### config.mk
export PLATFORM = sky130hd
export DESIGN_NAME = mem_access_stage
export DESIGN_NICKNAME = d
export VERILOG_FILES = /design/src/rtl/rv32_mem_pkg.sv /design/src/rtl/load_store_align.sv /design/src/rtl/mem_access_stage.sv
export SDC_FILE = /design/constraint.sdc
export NUM_CORES = 1
export LEC_CHECK = 0
export BUFFER_PORTS_ARGS = -buffer_cell sky130_fd_sc_hd__buf_4
export CAP_MARGIN = 20
export CORE_MARGIN = 3
export CORE_UTILIZATION = 40
export DETAILED_ROUTE_END_ITERATION = 6
export PLACE_DENSITY = 0.79
export SLEW_MARGIN = 30
export SYNTH_ARGS = -nofsm -noshare
export SYNTH_HDL_FRONTEND = slang
export SYNTH_SLANG_ARGS = --single-unit
export TNS_END_PERCENT = 50
### constraint.sdc
create_clock -name CLK -period 5.7 [get_ports CLK]
set_input_delay 0.57 -clock CLK [delete_from_list [all_inputs] [get_ports CLK]]
set_output_delay 0.57 -clock CLK [all_outputs]
set_load 0.05 [all_outputs]
### src/rtl/rv32_mem_pkg.sv
// rv32_mem_pkg
// Shared definitions for the memory-access stage:
//   - RV32 load/store func3 encodings (F3_B, F3_H, F3_W, F3_BU, F3_HU)
//   - handshake state enum (IDLE, WAIT)
//   - default timeout for an outstanding memory access
//   - access-size helper used when checking alignment
package rv32_mem_pkg;

  localparam logic [2:0] F3_B  = 3'b000;
  localparam logic [2:0] F3_H  = 3'b001;
  localparam logic [2:0] F3_W  = 3'b010;
  localparam logic [2:0] F3_BU = 3'b100;
  localparam logic [2:0] F3_HU = 3'b101;

  localparam int MEM_TIMEOUT_DEFAULT = 255;

  typedef enum logic {
    IDLE,
    WAIT
  } state_e;

  typedef enum logic [1:0] {
    SZ_BYTE,
    SZ_HALF,
    SZ_WORD
  } size_e;

  // Stores only know B/H/W; loads additionally have the unsigned B/H forms.
  // Every unrecognised encoding is treated as a word access.
  function automatic size_e access_size(input logic [2:0] func3, input logic is_store);
    size_e sz;
    sz = SZ_WORD;
    if (is_store) begin
      if (func3 == F3_B)      sz = SZ_BYTE;
      else if (func3 == F3_H) sz = SZ_HALF;
    end else begin
      if (func3 == F3_B || func3 == F3_BU)      sz = SZ_BYTE;
      else if (func3 == F3_H || func3 == F3_HU) sz = SZ_HALF;
    end
    return sz;
  endfunction

endpackage

### src/rtl/load_store_align.sv
// load_store_align
// Purely combinational byte/halfword lane steering for the memory stage.
// Ports:
//   func3_i      : RV32 load/store size and sign encoding
//   offset_i     : low two bits of the byte address
//   store_data_i : register value to be stored
//   read_word_i  : aligned word returned by the data memory
//   wstrb_o      : byte enables for a store
//   wdata_o      : store data replicated across all lanes of its size
//   load_data_o  : selected and sign/zero extended load value
module load_store_align
  import rv32_mem_pkg::*;
(
  input  logic [2:0]  func3_i,
  input  logic [1:0]  offset_i,
  input  logic [31:0] store_data_i,
  input  logic [31:0] read_word_i,
  output logic [3:0]  wstrb_o,
  output logic [31:0] wdata_o,
  output logic [31:0] load_data_o
);

  logic [7:0]  byte_sel;
  logic [15:0] half_sel;

  // Store side: data is replicated so memory can pick it from whichever lane the strobe enables.
  always_comb begin
    wstrb_o = 4'b1111;
    wdata_o = store_data_i;
    case (func3_i)
      F3_B: begin
        wstrb_o = 4'b0001 << offset_i;
        wdata_o = {4{store_data_i[7:0]}};
      end
      F3_H: begin
        wstrb_o = offset_i[1] ? 4'b1100 : 4'b0011;
        wdata_o = {2{store_data_i[15:0]}};
      end
      default: ;
    endcase
  end

  // Load side: half selection ignores offset bit 0, so misaligned halves read the containing half.
  always_comb begin
    case (offset_i)
      2'd0:    byte_sel = read_word_i[7:0];
      2'd1:    byte_sel = read_word_i[15:8];
      2'd2:    byte_sel = read_word_i[23:16];
      default: byte_sel = read_word_i[31:24];
    endcase
    half_sel = offset_i[1] ? read_word_i[31:16] : read_word_i[15:0];

    load_data_o = read_word_i;
    case (func3_i)
      F3_B:    load_data_o = {{24{byte_sel[7]}}, byte_sel};
      F3_BU:   load_data_o = {24'b0, byte_sel};
      F3_H:    load_data_o = {{16{half_sel[15]}}, half_sel};
      F3_HU:   load_data_o = {16'b0, half_sel};
      default: ;
    endcase
  end

endmodule

### src/rtl/mem_access_stage.sv
// mem_access_stage
// Memory-access pipeline stage sitting after execute. Issues one data-memory
// request at a time over a REQ/ACK handshake, stalls upstream while it is
// outstanding, abandons it after MEM_TIMEOUT wait cycles, and holds the
// MEM/WB register.
// Optional feature: define MEM_MISALIGN_TRAP_EN to trap misaligned half/word
// accesses (no request, one-cycle MISALIGN pulse, no writeback). Without it
// the offending low address bits are ignored and MISALIGN is tied low.
// Ports:
//   CLK, RST            : clock (rising edge), async active-high reset
//   EX_*                : execute-stage result, store data, rd, func3, controls
//   MEM_REQ/WE/ADDR/
//   WDATA/WSTRB         : registered request to data memory
//   MEM_RDATA, MEM_ACK  : memory response (ACK is a one-cycle pulse)
//   STALL               : freeze upstream and hold EX inputs stable
//   MEM_FAULT, MISALIGN : one-cycle error pulses
//   WB_DATA/RD/
//   WRITE_ENABLE        : MEM/WB register outputs
module mem_access_stage
  import rv32_mem_pkg::*;
#(
  parameter int MEM_TIMEOUT = MEM_TIMEOUT_DEFAULT,
  parameter int TO_CNT_W    = 16
) (
  input  logic        CLK,
  input  logic        RST,
  input  logic [2:0]  EX_FUNC3,
  input  logic        EX_WRITE_ENABLE,
  input  logic        EX_DATA_MEM_SELECT,
  input  logic        EX_MEM_WRITE,
  input  logic        EX_MEM_READ,
  input  logic [31:0] EX_JAL_SELECTED,
  input  logic [31:0] EX_READ_DATA2,
  input  logic [4:0]  EX_RD,
  output logic        MEM_REQ,
  output logic        MEM_WE,
  output logic [31:0] MEM_ADDR,
  output logic [31:0] MEM_WDATA,
  output logic [3:0]  MEM_WSTRB,
  input  logic [31:0] MEM_RDATA,
  input  logic        MEM_ACK,
  output logic        STALL,
  output logic        MEM_FAULT,
  output logic        MISALIGN,
  output logic [31:0] WB_DATA,
  output logic [4:0]  WB_RD,
  output logic        WB_WRITE_ENABLE
);

  localparam logic [TO_CNT_W-1:0] LAST_CNT = TO_CNT_W'(MEM_TIMEOUT - 1);

  state_e              state_q;
  logic [TO_CNT_W-1:0] cnt_q;
  logic [TO_CNT_W-1:0] cnt_d;
  logic                mem_req_q;
  logic                mem_we_q;
  logic [31:0]         mem_addr_q;
  logic [31:0]         mem_wdata_q;
  logic [3:0]          mem_wstrb_q;
  logic                fault_q;
  logic [31:0]         wb_data_q;
  logic [4:0]          wb_rd_q;
  logic                wb_we_q;

  logic        mem_op;
  logic        misaligned;
  logic [1:0]  offset;
  logic [3:0]  lane_strb;
  logic [31:0] lane_wdata;
  logic [31:0] load_value;

  assign mem_op = EX_MEM_READ | EX_MEM_WRITE;
  assign offset = EX_JAL_SELECTED[1:0];
  assign cnt_d  = cnt_q + 1'b1;

  load_store_align u_align (
    .func3_i      (EX_FUNC3),
    .offset_i     (offset),
    .store_data_i (EX_READ_DATA2),
    .read_word_i  (MEM_RDATA),
    .wstrb_o      (lane_strb),
    .wdata_o      (lane_wdata),
    .load_data_o  (load_value)
  );

`ifdef MEM_MISALIGN_TRAP_EN
  size_e acc_size;
  logic  misalign_q;

  assign acc_size   = access_size(EX_FUNC3, EX_MEM_WRITE);
  assign misaligned = mem_op &&
                      (((acc_size == SZ_HALF) && offset[0]) ||
                       ((acc_size == SZ_WORD) && (offset != 2'b00)));
  assign MISALIGN   = misalign_q;
`else
  assign misaligned = 1'b0;
  assign MISALIGN   = 1'b0;
`endif

  // STALL is forced low during reset so a reset taken mid-access releases upstream at once.
  always_comb begin
    STALL = 1'b0;
    if (!RST) begin
      if (state_q == WAIT) STALL = !MEM_ACK;
      else                 STALL = mem_op && !misaligned;
    end
  end

  // Handshake FSM and MEM/WB register. A simultaneous read+write is issued as a store.
  always_ff @(posedge CLK or posedge RST) begin
    if (RST) begin
      state_q     <= IDLE;
      cnt_q       <= '0;
      mem_req_q   <= 1'b0;
      mem_we_q    <= 1'b0;
      mem_addr_q  <= '0;
      mem_wdata_q <= '0;
      mem_wstrb_q <= '0;
      fault_q     <= 1'b0;
      wb_data_q   <= '0;
      wb_rd_q     <= '0;
      wb_we_q     <= 1'b0;
`ifdef MEM_MISALIGN_TRAP_EN
      misalign_q  <= 1'b0;
`endif
    end else begin
      fault_q <= 1'b0;
`ifdef MEM_MISALIGN_TRAP_EN
      misalign_q <= 1'b0;
`endif
      if (state_q == IDLE) begin
        if (mem_op && !misaligned) begin
          mem_req_q   <= 1'b1;
          mem_we_q    <= EX_MEM_WRITE;
          mem_addr_q  <= {EX_JAL_SELECTED[31:2], 2'b00};
          mem_wdata_q <= lane_wdata;
          mem_wstrb_q <= lane_strb;
          wb_we_q     <= 1'b0;
          cnt_q       <= '0;
          state_q     <= WAIT;
        end
`ifdef MEM_MISALIGN_TRAP_EN
        else if (mem_op) begin
          misalign_q <= 1'b1;
          wb_we_q    <= 1'b0;
          wb_rd_q    <= EX_RD;
        end
`endif
        else begin
          wb_data_q <= EX_JAL_SELECTED;
          wb_rd_q   <= EX_RD;
          wb_we_q   <= EX_WRITE_ENABLE;
        end
      end else begin
        // An ACK on the last allowed wait cycle still completes the access.
        if (MEM_ACK) begin
          mem_req_q <= 1'b0;
          state_q   <= IDLE;
          wb_rd_q   <= EX_RD;
          if (EX_MEM_WRITE) begin
            wb_we_q <= 1'b0;
          end else begin
            wb_we_q   <= EX_WRITE_ENABLE;
            wb_data_q <= EX_DATA_MEM_SELECT ? load_value : EX_JAL_SELECTED;
          end
        end else if (cnt_q == LAST_CNT) begin
          mem_req_q <= 1'b0;
          fault_q   <= 1'b1;
          wb_we_q   <= 1'b0;
          wb_rd_q   <= EX_RD;
          state_q   <= IDLE;
        end else begin
          cnt_q <= cnt_d;
        end
      end
    end
  end

  assign MEM_REQ         = mem_req_q;
  assign MEM_WE          = mem_we_q;
  assign MEM_ADDR        = mem_addr_q;
  assign MEM_WDATA       = mem_wdata_q;
  assign MEM_WSTRB       = mem_wstrb_q;
  assign MEM_FAULT       = fault_q;
  assign WB_DATA         = wb_data_q;
  assign WB_RD           = wb_rd_q;
  assign WB_WRITE_ENABLE = wb_we_q;

endmodule

# --- After elaboration in Yosys (flattened, before gate mapping) ---
# Index checks and enable logic that the tools add are counted.
classes:
  add_sub_neg: 1
  n_eq_ne: 12
  shifts: 1
  muxes: 36
  bitwise_logic: 2
  n_reduce_logical: 9
ops:
  columns: ["cell", "n"]
  rows:
  - ["$mux W32", 5]
  - ["$pmux W32 S4", 1]
  - ["$mux W16", 5]
  - ["$pmux W32 S2", 1]
  - ["$pmux W8 S3", 1]
  - ["$mux W5", 4]
  - ["$mux W1", 17]
  - ["$add A16 B1 Y16 const B", 1]
  - ["$eq A16 B8 Y1 const B", 1]
  - ["$ne A2 B2 Y1 const B", 5]
  - ["$pmux W4 S2", 1]
  - ["$eq A3 B3 Y1 const B", 2]
  - ["$reduce_and A2 Y1", 3]
  - ["$reduce_and A3 Y1", 2]
  - ["$mux W4", 1]
  - ["$shl A1 B2 Y4 const A", 1]
  - ["$eq A3 B1 Y1 const B", 1]
  - ["$logic_not A3 Y1", 1]
  - ["$ne A3 B2 Y1 const B", 1]
  - ["$eq A2 B1 Y1 const B", 1]
  - ["$eq A2 B2 Y1 const B", 1]
  - ["$logic_not A2 Y1", 1]
  - ["$reduce_bool A2 Y1", 1]
  - ["$logic_not A1 Y1", 1]
  - ["other kinds (2)", 2]
word_totals:
  regBits: 124
  out_inout_bits: 111
  wordCells: 72

# --- Logic depth before layout (Yosys ltp) ---
depth:
  ltp_word: 7
  ltp_mapped: 9
  mapped_depth_nobuf: 6

# --- By module ---
# A second synthesis with hierarchy kept.
unflattened:
  hier_cells: 718
  hier_area_um2: 6575.1
by_module_without_submodules:
  columns: ["module", "n_inst", "cells_each", "area_per_inst_um2", "seq_area_each_um2"]
  rows:
  - ["mem_access_stage", 1, 556, 5380.2, 3103.0]
  - ["load_store_align", 1, 162, 1194.9, 0.0]

# --- Worst setup path after synthesis ---
# No wires, ideal clock.
synth_path:
  kind: "input to output"
  startpoint: "in EX_MEM_READ"
  endpoint: "out STALL"
  t_arrival_ps: 2060
  path_slack_ps: 3070
  stages: 5
  path_cell_list: "nor2_1 -> or2_2 -> clkbuf_1 -> clkbuf_1 -> a21oi_1"
synth_between:
  elab_chain_len: 3
synth_rtl:
  columns: ["element", "line", "source"]
  rows:
  - ["from (decl)", "mem_access_stage.sv:31", "input logic EX_MEM_READ,"]
  - ["$or A1 B1 Y1", "mem_access_stage.sv:72", "assign mem_op = EX_MEM_READ | EX_MEM_WRITE;"]
  - ["$mux W1", "mem_access_stage.sv:104", "if (state_q == WAIT) STALL = !MEM_ACK;"]
  - ["$mux W1", "mem_access_stage.sv:103", "if (!RST) begin"]
  - ["to (decl)", "mem_access_stage.sv:42", "output logic STALL,"]
# Every way passes these cells.

# --- Final worst setup path ---
layout_path:
  startpoint: "reg state_q"
  endpoint: "reg wb_data_q[23] (netlist: WB_DATA[23])"
layout_between:
  elab_chain_len: 2
layout_rtl:
  columns: ["element", "line", "source"]
  rows:
  - ["from (decl)", "mem_access_stage.sv:52", "state_e state_q;"]
  - ["from (signal assigned)", "mem_access_stage.sv:112", "state_q <= IDLE;"]
  - ["from (signal assigned)", "mem_access_stage.sv:140", "state_q <= WAIT;"]
  - ["from (signal assigned)", "mem_access_stage.sv:158", "state_q <= IDLE;"]
  - ["$ne A2 B2 Y1 (no source line)", null, null]
  - ["$reduce_and A3 Y1 (no source line)", null, null]
  - ["to (signal assigned)", "mem_access_stage.sv:164", "wb_data_q <= EX_DATA_MEM_SELECT ? load_value : EX_JAL_SELECTED;"]
  - ["to (decl)", "mem_access_stage.sv:61", "logic [31:0] wb_data_q;"]
# Several ways; a longest one is shown, not always the timed one.
# A chain may end at the register's enable or synchronous reset.

==> run metrics <==
Layout Cells excl Fill=1,080; Setup crit end kind=register; die width=129 µm; Psw=1.99 mW; most common cell in the synthesized netlist=nand2_1; required time worst endpoint=5.96 ns; Hold Path Class=input port to asynchronous set/reset pin; crit path max fanout=30; Max Buffers Root-to-Sink=2; Die Height=129 µm; metal1 wirelength=7680 µm; port bufs=218; area share of the largest cell type after synthesis=0.511; setup violators final=0; largest net degree at the start of global routing=83; VDD IR-drop max=0.239 mV; CTS Hold Bufs=0; H-tree levels=4; post-DR vias/cell=5.34; P&R area growth vs syn=37.4%; post-CTS setup buffers=0; synthesized area per cell=8.86 µm²; Max Cap Viol=0; # fillers=1,317; Critical Path AT=2.79 ns; final wirelength=18,900 µm; Skew-Pair Late Insertion Delay=0.42 ns; Mapped Cells=686; Most used DFF post-synth=dfrtp_1; die area=16,700 µm²; num rows=44; worst-case hold slack=0.261 ns; drt drc=0; crit share post-route=0.444; top post-synthesis cells by area=dfrtp_1, nand2_1, mux2i_1; GRT Total Usage=0.228; setup slack at placement=2.43 ns; Post-DP Area=7790 µm²; Post-Synthesis Cell Area=6080 µm²; Ant. Diodes=0; number of synthesized register bits=124; clock network fraction of total power=0.237; nets@finish=996; maximum operating frequency=395 MHz; Final Hold Fails=0; DR WL met3=1640 µm; Pleak=4.02 nW; first-pass GRT wire length=29,400 µm; Worst Skew=0.00730 ns; WL met2=8920 µm; CORE AREA=14,700 µm²; dpl cells=1,048; Detailed Place HPWL=13,600 µm; Sequential cell area=3100 µm²; Net Sw Frac=0.463; setup TNS=0 ns; slew margin rel.=0.440; Final Slew Violations=0; GRT overflow=0; Post-synth ARST share=1.00; I/O Pins=222; sequential-to-total area share from yosys stat=0.511; r2r startpoint=state_q; cts repair resizes=0; multi-input logic area=2730 µm²; CTS tree=done; initial detailed-routing violation count=390; status=completed; First-pass DRT Iterations=5; Distinct cells, synth=55; Yosys Warn Count=0; total number of vias=5,767; DR top layer=met4; Slew @ Worst Pin=0.840 ns; post-route ant nets=0; Finished Cell Area=8350 µm²; EDFF count, synth=0; RSZ-0062 raised after global routing=no; minimum clock period=2.53 ns; Gate power share=0.458; proportion of layout cells with a drive suffix above 1=0.309; TritonCTS Buffers=17; routed len/inst=17.5 µm; Reg power frac=0.305; Sinks on Clock Net=124; Reg clk slew, reported paths=0.06 ns; Worst R2R Path Depth=4; synth cell count leaders=nand2_1, dfrtp_1, nor2_1, clkbuf_1; Root Buffer=clkbuf_16; placer congestion estimate=0.844; Reg2Reg Setup Slack=3.17 ns; power density over cell area=515 nW/µm²; P_int=2.31 mW; Synth area leader=dfrtp_1; initial core utilization=0.413; final worst slack=3.17 ns; startpoint class of the critical path=register; Worst R2R End=WB_DATA[23]; initial antenna violation count=0; vias in the first global route=5,523; CP Class=register to register
## cells by family after synthesis
group,Yosys count,share of synthesized area
compound gates,127,0.130
xor+xnor,8,0.0115
fa+ha+maj,2,0.00412
buf+inv,60,0.0443
flops,124,0.511
mux,35,0.0624
other cells,1,0.000617
simple gates,329,0.236
## critical path, cell delays in order, from the launching register on
cell and delay (ns):
dfrtp_1 0.53, and2_2 0.56, nand3_1 0.45, nor2_2 0.68
a21oi_1 0.15
## cell usage in the layout, fill, tap and decap left out, drive strengths merged, types with 3 or more instances in the layout
| master | count |
|---|---|
| nor2 | 46 |
| clkbuf | 19 |
| o211ai | 3 |
| clkinv | 10 |
| nand2 | 197 |
| inv | 13 |
| dfrtp | 124 |
| a31oi | 12 |
| nand3 | 28 |
| a21oi | 28 |
| a221oi | 6 |
| xor2 | 6 |
| nand4 | 6 |
| a211oi | 6 |
| conb | 3 |
| nor4 | 5 |
| mux2 | 13 |
| or2 | 3 |
| buf | 225 |
| o22a | 5 |
| o21ai | 45 |
| o311ai | 10 |
| or3 | 18 |
| mux2i | 21 |
| nor3 | 11 |
| nand2b | 5 |
| nor2b | 4 |
## worst max path at each step
stage	startpoint	to	cells after the start
floorplan	RST	MEM_ADDR[10]	1
global placement	EX_DATA_MEM_SELECT	WB_DATA[16]	5
detailed placement	EX_DATA_MEM_SELECT	WB_DATA[27]	5
CTS	state_q	WB_DATA[23]	4
global route	state_q	WB_DATA[22]	4
finish	state_q	WB_DATA[23]	4
## sequential cells by signal (all words and copies together) (netlist names), 4 cells and up
register / cells
MEM_WDATA: 32
WB_DATA: 32
MEM_ADDR: 30
cnt_q: 16
WB_RD: 5
MEM_WSTRB: 4
## final cells by class
type	instances	share of cell area
tap	184	0.0276
multi-input combinational	504	0.327
clock inverter	13	0.0144
clock buffer	19	0.0518
sequential	124	0.372
inverter	11	0.00554
timing repair buffer	225	0.202
## power groups by stage
| stage | combinational (mW) | clock [mW] | sequential, mW |
|---|---|---|---|
| floorplan | 0.439 | 0 | 2.21 |
| global placement | 1.96 | 0 | 1.31 |
| detailed placement | 1.99 | 0 | 1.32 |
| CTS | 1.98 | 1.04 | 1.31 |
| global route | 2.09 | 1.08 | 1.34 |
| finish | 1.97 | 1.02 | 1.31 |
## metal layers
metal / vias up / global-route usage
li1: 2754 / -
met1: 2719 / 0.285
met2: 251 / 0.360
met3: 43 / 0.0705
met4: 0 / 0.112
met5: - / 0
## stage by stage
stage	total power, mW	utilization
floorplan	2.64	-
global placement	3.28	0.530
detailed placement	3.30	0.530
CTS	4.34	0.568
global route	4.51	0.568
finish	4.30	0.568
Power figures use the tool's default switching activity.
